File: src/rtl/chess_clock_if.sv
// chess_clock_if: button/time inputs and display/status outputs of the chess clock controller.
// Ports (signals):
//   newGame, pause, pressA, pressB  1-cycle command pulses into the controller
//   timeIn[5:0]                     initial minutes per player
//   setTime                         1 while the controller is in SETUP
//   countedTime[23:0]               {A_mm, A_ss, B_mm, B_ss}
//   turn, running, flagA, flagB     game status
// Modports: master drives the commands, slave is the controller.
interface chess_clock_if;
   logic        newGame;
   logic        pause;
   logic        pressA;
   logic        pressB;
   logic [5:0]  timeIn;
   logic        setTime;
   logic [23:0] countedTime;
   logic        turn;
   logic        running;
   logic        flagA;
   logic        flagB;
   modport master (
      output newGame, pause, pressA, pressB, timeIn,
      input  setTime, countedTime, turn, running, flagA, flagB
   );
   modport slave (
      input  newGame, pause, pressA, pressB, timeIn,
      output setTime, countedTime, turn, running, flagA, flagB
   );
endinterface

File: src/rtl/chess_clock_ctrl.sv
// chess_clock_ctrl: chess timer game controller; holds both players' mm:ss, sequences turns,
// counts down the active player and detects flag fall.
// Ports:
//   clk    system clock
//   rst_n  synchronous active-low reset
//   bus    chess_clock_if.slave: command pulses and timeIn in; setTime, countedTime,
//          turn, running, flagA, flagB out (all registered)
// Parameters:
//   TICK_DIV  clk cycles per 1 s countdown tick
//   INC_S     seconds added to a player when they hand the turn over (0..59)
module chess_clock_ctrl #(
   parameter int TICK_DIV = 100_000_000,
   parameter int INC_S    = 0
) (
   input  logic         clk,
   input  logic         rst_n,
   chess_clock_if.slave bus
);
   localparam int PW = (TICK_DIV > 1) ? $clog2(TICK_DIV) : 1;
   localparam logic [PW-1:0] TC = PW'(TICK_DIV - 1);
   typedef enum logic [2:0] {SETUP, RUN_A, RUN_B, PAUSE_A, PAUSE_B, FLAG} state_t;
   state_t        state_q, state_d;
   logic [PW-1:0] presc_q, presc_d;
   logic [11:0]   a_q, a_d, b_q, b_d;
   logic          turn_q, turn_d;
   logic          flag_a_q, flag_a_d, flag_b_q, flag_b_d;
   logic          set_q, set_d, run_q, run_d;
   logic [5:0]    tmin;
   logic [11:0]   a_dec, b_dec;
   logic          tick;
   // Times are {mm[5:0], ss[5:0]}; 00:00 never decrements further.
   function automatic logic [11:0] dec_t(input logic [11:0] t);
      if (t == 12'd0) return 12'd0;
      return (t[5:0] == 6'd0) ? {t[11:6] - 6'd1, 6'd59} : {t[11:6], t[5:0] - 6'd1};
   endfunction
   // Increment carries at most once into minutes since INC_S < 60; saturates at 59:59.
   function automatic logic [11:0] inc_t(input logic [11:0] t);
      logic [6:0] s;
      logic [6:0] m;
      s = {1'b0, t[5:0]} + 7'(INC_S);
      m = {1'b0, t[11:6]} + ((s >= 7'd60) ? 7'd1 : 7'd0);
      s = (s >= 7'd60) ? s - 7'd60 : s;
      return (m > 7'd59) ? {6'd59, 6'd59} : {m[5:0], s[5:0]};
   endfunction
   always_comb begin
      tmin     = (bus.timeIn > 6'd59) ? 6'd59 : bus.timeIn;
      tick     = presc_q == TC;
      a_dec    = dec_t(a_q);
      b_dec    = dec_t(b_q);
      state_d  = state_q;
      presc_d  = presc_q;
      a_d      = a_q;
      b_d      = b_q;
      turn_d   = turn_q;
      flag_a_d = flag_a_q;
      flag_b_d = flag_b_q;
      if (bus.newGame) begin
         state_d  = SETUP;
         presc_d  = '0;
         turn_d   = 1'b0;
         flag_a_d = 1'b0;
         flag_b_d = 1'b0;
      end else begin
         case (state_q)
            SETUP: begin
               a_d = {tmin, 6'd0};
               b_d = {tmin, 6'd0};
               // Exactly one press with a non-zero start time starts the other player's clock.
               if (tmin != 6'd0 && (bus.pressA ^ bus.pressB)) begin
                  state_d = bus.pressA ? RUN_B : RUN_A;
                  turn_d  = bus.pressA;
                  presc_d = '0;
               end
            end
            RUN_A: begin
               if (bus.pause) state_d = PAUSE_A;
               else begin
                  presc_d = tick ? '0 : presc_q + 1'b1;
                  a_d     = tick ? a_dec : a_q;
                  // Flag fall outranks a hand-off landing on the same tick.
                  if (tick && a_dec == 12'd0) begin
                     state_d  = FLAG;
                     flag_a_d = 1'b1;
                  end else if (bus.pressA) begin
                     a_d     = inc_t(a_d);
                     state_d = RUN_B;
                     turn_d  = 1'b1;
                     presc_d = '0;
                  end
               end
            end
            RUN_B: begin
               if (bus.pause) state_d = PAUSE_B;
               else begin
                  presc_d = tick ? '0 : presc_q + 1'b1;
                  b_d     = tick ? b_dec : b_q;
                  if (tick && b_dec == 12'd0) begin
                     state_d  = FLAG;
                     flag_b_d = 1'b1;
                  end else if (bus.pressB) begin
                     b_d     = inc_t(b_d);
                     state_d = RUN_A;
                     turn_d  = 1'b0;
                     presc_d = '0;
                  end
               end
            end
            PAUSE_A: state_d = bus.pause ? RUN_A : PAUSE_A;
            PAUSE_B: state_d = bus.pause ? RUN_B : PAUSE_B;
            FLAG:    state_d = FLAG;
            default: state_d = SETUP;
         endcase
      end
      set_d = state_d == SETUP;
      run_d = (state_d == RUN_A) || (state_d == RUN_B);
   end
   always_ff @(posedge clk) begin
      if (!rst_n) begin
         state_q  <= SETUP;
         presc_q  <= '0;
         a_q      <= '0;
         b_q      <= '0;
         turn_q   <= 1'b0;
         flag_a_q <= 1'b0;
         flag_b_q <= 1'b0;
         set_q    <= 1'b1;
         run_q    <= 1'b0;
      end else begin
         state_q  <= state_d;
         presc_q  <= presc_d;
         a_q      <= a_d;
         b_q      <= b_d;
         turn_q   <= turn_d;
         flag_a_q <= flag_a_d;
         flag_b_q <= flag_b_d;
         set_q    <= set_d;
         run_q    <= run_d;
      end
   end
   assign bus.setTime     = set_q;
   assign bus.countedTime = {a_q, b_q};
   assign bus.turn        = turn_q;
   assign bus.running     = run_q;
   assign bus.flagA       = flag_a_q;
   assign bus.flagB       = flag_b_q;
endmodule

File: src/flat_wrapper.sv
// flat-port wrapper written by rule: the top's interface ports become plain ports
module chess_clock_ctrl_flat 
#(
   parameter int TICK_DIV = 100_000_000,
   parameter int INC_S    = 0
)
  (clk, rst_n, bus_newGame, bus_pause, bus_pressA, bus_pressB, bus_timeIn, bus_setTime, bus_countedTime, bus_turn, bus_running, bus_flagA, bus_flagB);
  chess_clock_if bus_i ();
  input  logic clk;
  input  logic rst_n;
  input wire logic [$bits(bus_i.newGame)-1:0] bus_newGame;
  input wire logic [$bits(bus_i.pause)-1:0] bus_pause;
  input wire logic [$bits(bus_i.pressA)-1:0] bus_pressA;
  input wire logic [$bits(bus_i.pressB)-1:0] bus_pressB;
  input wire logic [$bits(bus_i.timeIn)-1:0] bus_timeIn;
  output wire logic [$bits(bus_i.setTime)-1:0] bus_setTime;
  output wire logic [$bits(bus_i.countedTime)-1:0] bus_countedTime;
  output wire logic [$bits(bus_i.turn)-1:0] bus_turn;
  output wire logic [$bits(bus_i.running)-1:0] bus_running;
  output wire logic [$bits(bus_i.flagA)-1:0] bus_flagA;
  output wire logic [$bits(bus_i.flagB)-1:0] bus_flagB;
  assign bus_i.newGame = bus_newGame;
  assign bus_i.pause = bus_pause;
  assign bus_i.pressA = bus_pressA;
  assign bus_i.pressB = bus_pressB;
  assign bus_i.timeIn = bus_timeIn;
  assign bus_setTime = bus_i.setTime;
  assign bus_countedTime = bus_i.countedTime;
  assign bus_turn = bus_i.turn;
  assign bus_running = bus_i.running;
  assign bus_flagA = bus_i.flagA;
  assign bus_flagB = bus_i.flagB;
  chess_clock_ctrl #(.TICK_DIV(TICK_DIV), .INC_S(INC_S)) u_core (.clk(clk), .rst_n(rst_n), .bus(bus_i));
endmodule
File: config.mk
export PLATFORM = sky130hd
export DESIGN_NAME = chess_clock_ctrl_flat
export DESIGN_NICKNAME = d
export VERILOG_FILES = /design/src/rtl/chess_clock_if.sv /design/src/rtl/chess_clock_ctrl.sv /design/src/flat_wrapper.sv
export SDC_FILE = /design/constraint.sdc
export NUM_CORES = 1
export LEC_CHECK = 0
export BUFFER_PORTS_ARGS = -buffer_cell sky130_fd_sc_hd__buf_2
export CAP_MARGIN = 20
export CORE_ASPECT_RATIO = 1.75
export CORE_MARGIN = 2
export CORE_UTILIZATION = 45
export DETAILED_ROUTE_END_ITERATION = 8
export MAX_ROUTING_LAYER = met4
export REMOVE_ABC_BUFFERS = 1
export SETUP_SLACK_MARGIN = 0.05
export SKIP_LAST_GASP = 1
export SLEW_MARGIN = 20
export SYNTH_ARGS = -nofsm -noshare
export SYNTH_HDL_FRONTEND = slang
export SYNTH_SLANG_ARGS = --single-unit
export TNS_END_PERCENT = 20
File: constraint.sdc
create_clock -name clk -period 7 [get_ports clk]
set_input_delay 0.7 -clock clk [delete_from_list [all_inputs] [get_ports clk]]
set_output_delay 0.7 -clock clk [all_outputs]
set_load 0.005 [all_outputs]
==> results of run 1 <==
[worst register-to-register path, delay by kind of cell (launching register included)]
kind | cells | cell delay [ns]
adders and majority gates | 2 | 0.44
xor gates and xnor gates | 1 | 0.20
buffers and inverters | 1 | 0.21
and+or+nand+nor | 7 | 2.50
DFF | 1 | 0.40
muxes | 1 | 0.27
AOI/OAI and AO/OA | 5 | 1.28
[routing by layer]
metal	vias up	share of wire (%)
met5	-	0
met3	69	4.3
met1	2453	37
met2	178	53
met4	0	5.7
li1	2473	-
[metrics by stage]
step | cell area (um2) | power (mW)
after global routing | 5384 | 1.030
after global placement | 5081 | 0.5411
final | 5384 | 0.9978
after detailed placement | 5081 | 0.5423
after floorplan | 4661 | 0.4795
after CTS | 5384 | 0.9949
[state kept, by name, indices dropped and copies added, names as in the netlist]
name / cells
u_core.presc_q: 27
u_core.a_q: 12
u_core.b_q: 12
u_core.bus.flagB: 1
u_core.bus.setTime: 1
u_core.bus.flagA: 1
u_core.bus.turn: 1
u_core.bus.running: 1
u_core.state_q: 3
[worst min-delay path by stage]
stage / start / end / slack [ns] / cells after the start
after floorplan: u_core.presc_q[7]$_SDFFE_PP0P_ / u_core.presc_q[7]$_SDFFE_PP0P_ / 0.45 / 1
after global placement: u_core.bus.flagB$_SDFFE_PP0P_ / u_core.bus.flagB$_SDFFE_PP0P_ / 0.46 / 2
final: u_core.bus.flagA$_SDFFE_PP0P_ / u_core.bus.flagA$_SDFFE_PP0P_ / 0.48 / 2
after global routing: u_core.presc_q[1]$_SDFFE_PP0P_ / u_core.presc_q[1]$_SDFFE_PP0P_ / 0.51 / 2
after detailed placement: u_core.bus.flagA$_SDFFE_PP0P_ / u_core.bus.flagA$_SDFFE_PP0P_ / 0.47 / 2
after CTS: u_core.bus.flagA$_SDFFE_PP0P_ / u_core.bus.flagA$_SDFFE_PP0P_ / 0.48 / 2
[cells by family (layout without fill, tap and decap cells)]
logic type                 after synthesis  after routing  synth area share, %
xor gates and xnor gates                36             36                6.437
buffers and inverters                   60             83                6.538
DFF                                     59             59                24.11
AOI/OAI and AO/OA                      178            178                25.16
and+or+nand+nor                        294            294                31.01
adders and majority gates               14             14                3.525
muxes                                   15             15                3.218
[area by class of cell]
class                      count  area [um2]
clock buffer                  11       252.7
clock inverter                 4       50.05
fill                        1083        5251
inverter                      22       82.58
multi-input combinational    537        3410
sequential                    59        1181
tap                          130       162.7
timing repair buffer          46       245.2
[cells in the mapped netlist (all sizes together), types with 4 or more instances]
library cell	instances	share of area, %
o31ai	11	1.8
o22ai	4	0.51
nand2	58	4.5
nor3b	6	0.92
nor2	82	6.3
a211oi	14	2.1
dfxtp	59	24
buf	9	1.6
a21o	4	0.61
nor4b	7	1.4
mux2	6	1.4
nor3	25	2.7
a221oi	4	1.1
a31oi	6	0.77
or4	5	0.79
nor2b	8	1.0
clkbuf	27	2.7
mux2i	9	1.8
inv	22	1.7
o2111ai	4	0.97
o21bai	4	0.61
a21oi	45	4.7
nand3	28	2.9
ha	13	3.3
nand4	13	1.7
xor2	17	3.0
and2	12	1.6
nor4	18	2.3
a2111oi	5	1.4
nand2b	6	0.77
xnor2	19	3.4
o21ai	43	4.4
and3	6	0.77
[where the power goes]
part | internal, mW | leakage [nW] | switching [mW] | total (mW)
sequential | 0.344 | 0.479 | 0.0213 | 0.366
combinational | 0.0644 | 1.33 | 0.111 | 0.175
clock | 0.292 | 0.144 | 0.165 | 0.457
==> run summary, run 1 <==
Core Rows - 50
Fin Setup TNS - 0 ns
final number of max-transition violations - 0
CP arrival - 5.62 ns
Core Box Area - 10640 um2
Die Y - 142.0 um
Slowest-stage cell, CP - or4_1
Async SR Flop Fraction - 0%
sequential area share after synthesis - 24.11%
worst vdd ir - 0.1489 mV
Non-Filler Instances - 809
postcts setup bufs - 0
Seq cells post-synth - 59
Setup Skew - 0.009627 ns
first-pass GRT wire length - 25.62 mm
Max Root-Sink Buffers - 2
antenna viol nets, final - 0
Synth-to-Final Area Change - 9.911%
r2r worst-path depth - 17
vias in the first global route - 5136
Iter 0 DRT Violations - 366
area of the die - 11770 um2
Setup Viol. Count Final - 0
Crit. End Element - register
Min-Delay Path Class - register to register
placed cells - 794
Ys Warns - 0
commonest non-fill, non-tap cell in the layout - nor2_1
CTS H-Tree Depth - 3
Main synth FF type - dfxtp_1
Critical Path, Cell by Cell - nand4_1, or4_1, nor2_1, buf_4, nand2_1, mux2_2, ha_1, nor3b_1, ha_1, or4bb_1, nor3_1, a211oi_1, xor2_1, o221ai_1, a2111oi_2, a22oi_1, o21ai_0
status - finished clean
met1 Use GR - 27.30%
Placer Congestion - 1.000
largest net degree at the start of global routing - 25
clock sinks - 59
Max Fclk - 186.2 MHz
Crit path max-delay family - simple AND/OR/NAND/NOR gates
Mean Syn Cell Area - 7.467 um2
M2 GR Usage - 51.10%
pre-CTS setup slack - 1.721 ns
CTS Buf Count - 9
hold buffers post-CTS - 0
GRT Util Overall - 27.81%
crit path launch type - register
Post-synth EDFFs - 0
cells after synthesis - 656
most frequent cells in the layout - 82 x nor2_1, 59 x dfxtp_1, 57 x nand2_1
headroom to the max-slew limit - 38.53%
unrepaired setup endpoints after global routing - false
Hold Slack - 0.4832 ns
Final min period - 5.369 ns
vias post-DR - 5173
setup ws final - 1.631 ns
wire per inst - 20.10 um
Critical Path Most Common Cell - ha_1
starting density of the core - 46.06%
root buf cell - clkbuf_16
reg2reg start - u_core.presc_q[3]$_SDFFE_PP0P_
CTS tree - built
Worst path max stage delay - 0.86 ns
critical path capture point - u_core.a_q[3]$_SDFFE_PN0P_
crit path launch - u_core.presc_q[3]$_SDFFE_PP0P_
total wire length - 16.26 mm
Skew-Pair Late Insertion Delay - 0.34 ns
layout cells sized above 1 - 13.55%
R2R Setup Slk - 1.63 ns
worst slew pin tran - 0.9093 ns
fin crit share - 76.70%
Worst-path clk slew - 0.05 ns
grt total ovfl - 0
M3 GR Usage - 3.770%
pwr dens - 185.3 nW/um2
Netlist cell types - 86
Residual DRC - 0
synthesized area - 4898 um2
reg2reg end - u_core.a_q[3]$_SDFFE_PN0P_
sum of buffers and inverters on the critical path - 1
chip width - 82.87 um
DP HPWL - 12.17 mm
initial antenna violation count - 0
Hold Fails Final Rpt - 0
final core area utilization - 50.62%
antenna diode count - 0
crit path kind - register to register
fin nets - 700
Gates resized, CTS repair - 0
Port Buf Inserts - 40
leakage - 1.947 nW
CP Depth - 17
gr busiest metal - met2
First-pass DRT Iterations - 4
DR vias/cell - 6.394
Worst Path Required - 7.25 ns
Critical Path Fanout Max - 16
max_cap viols - 0
I/O pin count - 41
Power figures use the tool's default switching activity.
==> run 2, diff against run 1 <==
==> constraint.sdc (replaced) <==
create_clock -name clk -period 5.15 [get_ports clk]
set_input_delay 0.515 -clock clk [delete_from_list [all_inputs] [get_ports clk]]
set_output_delay 0.515 -clock clk [all_outputs]
set_load 0.005 [all_outputs]
==> run 2 against run 1 <==
Worst hold slack worse by 0.0012 ns. Largest power group unchanged. Utilization increased by 1.2 points. Critical path depth rose by 2. First-iteration DRC count grew 7.7%. Die area stayed put. Clock skew fell by 0.0036 ns. Largest cell class unchanged. Global-route usage grew 2.6 points.
==> run summary, run 2 (synthesis gave the netlist of run 1 again) <==
status - finished clean (unchanged)
First-pass DRT Iterations - 5 (was 4)
Iter 0 DRT Violations - 394 (was 366)
CTS Buf Count - 9 (unchanged)
crit path launch type - register (unchanged)
P_sw - 0.4195 mW (was 0.2972 mW)
Port Buf Inserts - 40 (unchanged)
initial antenna violation count - 0 (unchanged)
reg2reg start - u_core.presc_q[3]$_SDFFE_PP0P_ (unchanged)
unrepaired setup endpoints after global routing - false (unchanged)
crit path kind - register to register (unchanged)
vias post-DR - 5317 (was 5173)
worst slew pin tran - 0.8828 ns (was 0.9093 ns)
Hold Fails Final Rpt - 0 (unchanged)
Crit path max-delay family - simple AND/OR/NAND/NOR gates (unchanged)
Reg with most FFs - u_core.presc_q (unchanged)
final core area utilization - 51.81% (was 50.62%)
Synth-to-Final Area Change - 12.49% (was 9.911%)
commonest non-fill, non-tap cell in the layout - nor2_1 (unchanged)
most frequent cells in the layout - 82 x nor2_1, 59 x dfxtp_1, 57 x nand2_1 (unchanged)
Setup Viol. Count Final - 0 (unchanged)
Max Fclk - 206.8 MHz (was 186.2 MHz)
root buf cell - clkbuf_16 (unchanged)
crit path launch - u_core.presc_q[3]$_SDFFE_PP0P_ (unchanged)
Slowest-stage cell, CP - or4_1 (unchanged)
Die Y - 142.0 um (unchanged)
CP arrival - 5.09 ns (was 5.62 ns)
leakage - 2.030 nW (was 1.947 nW)
Final min period - 4.835 ns (was 5.369 ns)
Residual DRC - 0 (unchanged)
Worst-path clk slew - 0.05 ns (about the same)
fin crit share - 93.88% (was 76.70%)
Placement Cell Area - 5201 um2 (was 5081 um2)
headroom to the max-slew limit - 40.70% (was 38.53%)
max_cap viols - 0 (unchanged)
antenna diode count - 0 (unchanged)
Fin Setup TNS - 0 ns (unchanged)
grt total ovfl - 0 (unchanged)
total wire length - 17.42 mm (was 16.26 mm)
largest net degree at the start of global routing - 19 (was 25)
Critical Path, Cell by Cell - nand4_1, or4_1, buf_4, or2_2, buf_4, nor2_1, o22a_1, ha_1, o211ai_1, nor2_1, ha_1, nand3_1, xnor2_1, o211a_1, o32ai_1, a21oi_1, o2111a_1, o21ai_0, a21oi_1 (was nand4_1, or4_1, nor2_1, buf_4, nand2_1, mux2_2, ha_1, nor3b_1, ha_1, or4bb_1, nor3_1, a211oi_1, xor2_1, o221ai_1, a2111oi_2, a22oi_1, o21ai_0)
Critical Path Fanout Max - 15 (was 16)
fin nets - 717 (was 700)
Setup Skew - 0.006050 ns (was 0.009627 ns)
sum of buffers and inverters on the critical path - 2 (was 1)
wire per inst - 21.06 um (was 20.10 um)
worst vdd ir - 0.1937 mV (was 0.1489 mV)
Worst path max stage delay - 0.54 ns (was 0.86 ns)
final number of max-transition violations - 0 (unchanged)
biggest regs - u_core.presc_q (27), u_core.a_q (12), u_core.b_q (12) (unchanged)
Worst Path Required - 5.41 ns (was 7.25 ns)
Skew-Pair Late Insertion Delay - 0.34 ns (about the same)
CTS tree - built (unchanged)
Min-Delay Path Class - register to register (unchanged)
layout cells sized above 1 - 15.78% (was 13.55%)
part of the power in registers - 35.9% (was 36.7%)
P_int - 0.9372 mW (was 0.7007 mW)
clock sinks - 59 (unchanged)
CTS H-Tree Depth - 3 (unchanged)
Placer Congestion - 0.9857 (was 1.000)
DR vias/cell - 6.429 (was 6.394)
Filler Cells Inserted - 1072 (was 1083)
Largest register FFs - 27 (unchanged)
fin area - 5510 um2 (was 5384 um2)
I/O pin count - 41 (unchanged)
antenna viol nets, final - 0 (unchanged)
pwr dens - 246.2 nW/um2 (was 185.3 nW/um2)
Logic pwr share - 18.8% (was 17.6%)
GRT Util Overall - 30.37% (was 27.81%)
Max Root-Sink Buffers - 2 (unchanged)
Clk pwr share - 45.3% (was 45.8%)
Core Box Area - 10640 um2 (unchanged)
DP HPWL - 13.54 mm (was 12.17 mm)
hold path start - u_core.presc_q[7]$_SDFFE_PP0P_ (was u_core.bus.flagA$_SDFFE_PP0P_)
vias in the first global route - 5247 (was 5136)
Switching Share - 30.92% (was 29.78%)
Crit. End Element - register (unchanged)
area of the die - 11770 um2 (unchanged)
Hold Slack - 0.4820 ns (was 0.4832 ns)
first-pass GRT wire length - 27.69 mm (was 25.62 mm)
starting density of the core - 46.06% (unchanged)
Core Rows - 50 (unchanged)
hold buffers post-CTS - 0 (unchanged)
chip width - 82.87 um (unchanged)
-- run 2: cell types whose count changed in the layout (fill, tap and decap cells not counted), sizes merged --
cell	change
buf	+17
clkbuf	-2
clkinv	+2
inv	+1
-- run 2: final cells by class --
cell class | instances | area [um2] | share of cell area [%]
Tap cell | 130 | 162.7 | 2.952
Sequential cell | 59 | 1181 | 21.44
Clock buffer | 9 | 225.2 | 4.087
Clock inverter | 7 | 76.32 | 1.385
Timing Repair Buffer | 63 | 372.9 | 6.767
Multi-Input combinational cell | 537 | 3410 | 61.88
Inverter | 22 | 82.58 | 1.499
-- run 2: through the flow --
step                worst slack (ns)  total power [mW]  instances
floorplan                     0.5041            0.6518        618
global placement              0.3653            0.7449        810
detailed placement            0.3097            0.7464        810
CTS                           0.2680             1.363        826
global route                 0.06922             1.413        827
finish                        0.3150             1.357        827
-- run 2: worst paths after layout --
kind                                          to  slack, ns  cells after the start
setup / recovery      u_core.b_q[5]$_SDFFE_PN0P_       0.31                     19
hold / removal    u_core.presc_q[7]$_SDFFE_PP0P_       0.48                      1
hold reg to reg   u_core.presc_q[7]$_SDFFE_PP0P_       0.48                      1
setup reg to reg      u_core.b_q[5]$_SDFFE_PN0P_       0.31                     19
-- run 2: worst register-to-register path: stages (launching register included) --
cell and delay (ns):
dfxtp_1 0.41, nand4_1 0.22, or4_1 0.54, buf_4 0.23, or2_2 0.42, buf_4 0.24, nor2_1 0.12, o22a_1 0.18
ha_1 0.15, o211ai_1 0.09, nor2_1 0.16, ha_1 0.27, nand3_1 0.16, xnor2_1 0.24, o211a_1 0.19, o32ai_1 0.09
a21oi_1 0.29, o2111a_1 0.39, o21ai_0 0.14, a21oi_1 0.21
-- run 2: power groups by stage --
stage	Combinational [mW]	Clock, mW	Sequential, mW
final	0.255	0.615	0.487
after global routing	0.277	0.647	0.489
after detailed placement	0.250	0	0.497
after CTS	0.251	0.625	0.487
after global placement	0.248	0	0.496
after floorplan	0.156	0	0.496
-- run 2: what timing repair did --
| action | CTS | global route |
|---|---|---|
| endpoints found under the hold margin | 0 | 0 |
| endpoints found under the setup margin | 0 | 5 |
| setup buffers | 0 | 1 |
| resized for setup | 0 | 0 |
-- run 2: routing by layer --
| metal | track usage (%) | routed length, um | vias up |
|---|---|---|---|
| met5 | - | 0 | - |
| met4 | 20.10 | 1007 | 0 |
| met3 | 3.016 | 669 | 74 |
| met2 | 56.49 | 9657 | 206 |
| met1 | 29.47 | 6087 | 2535 |
| li1 | - | - | 2502 |
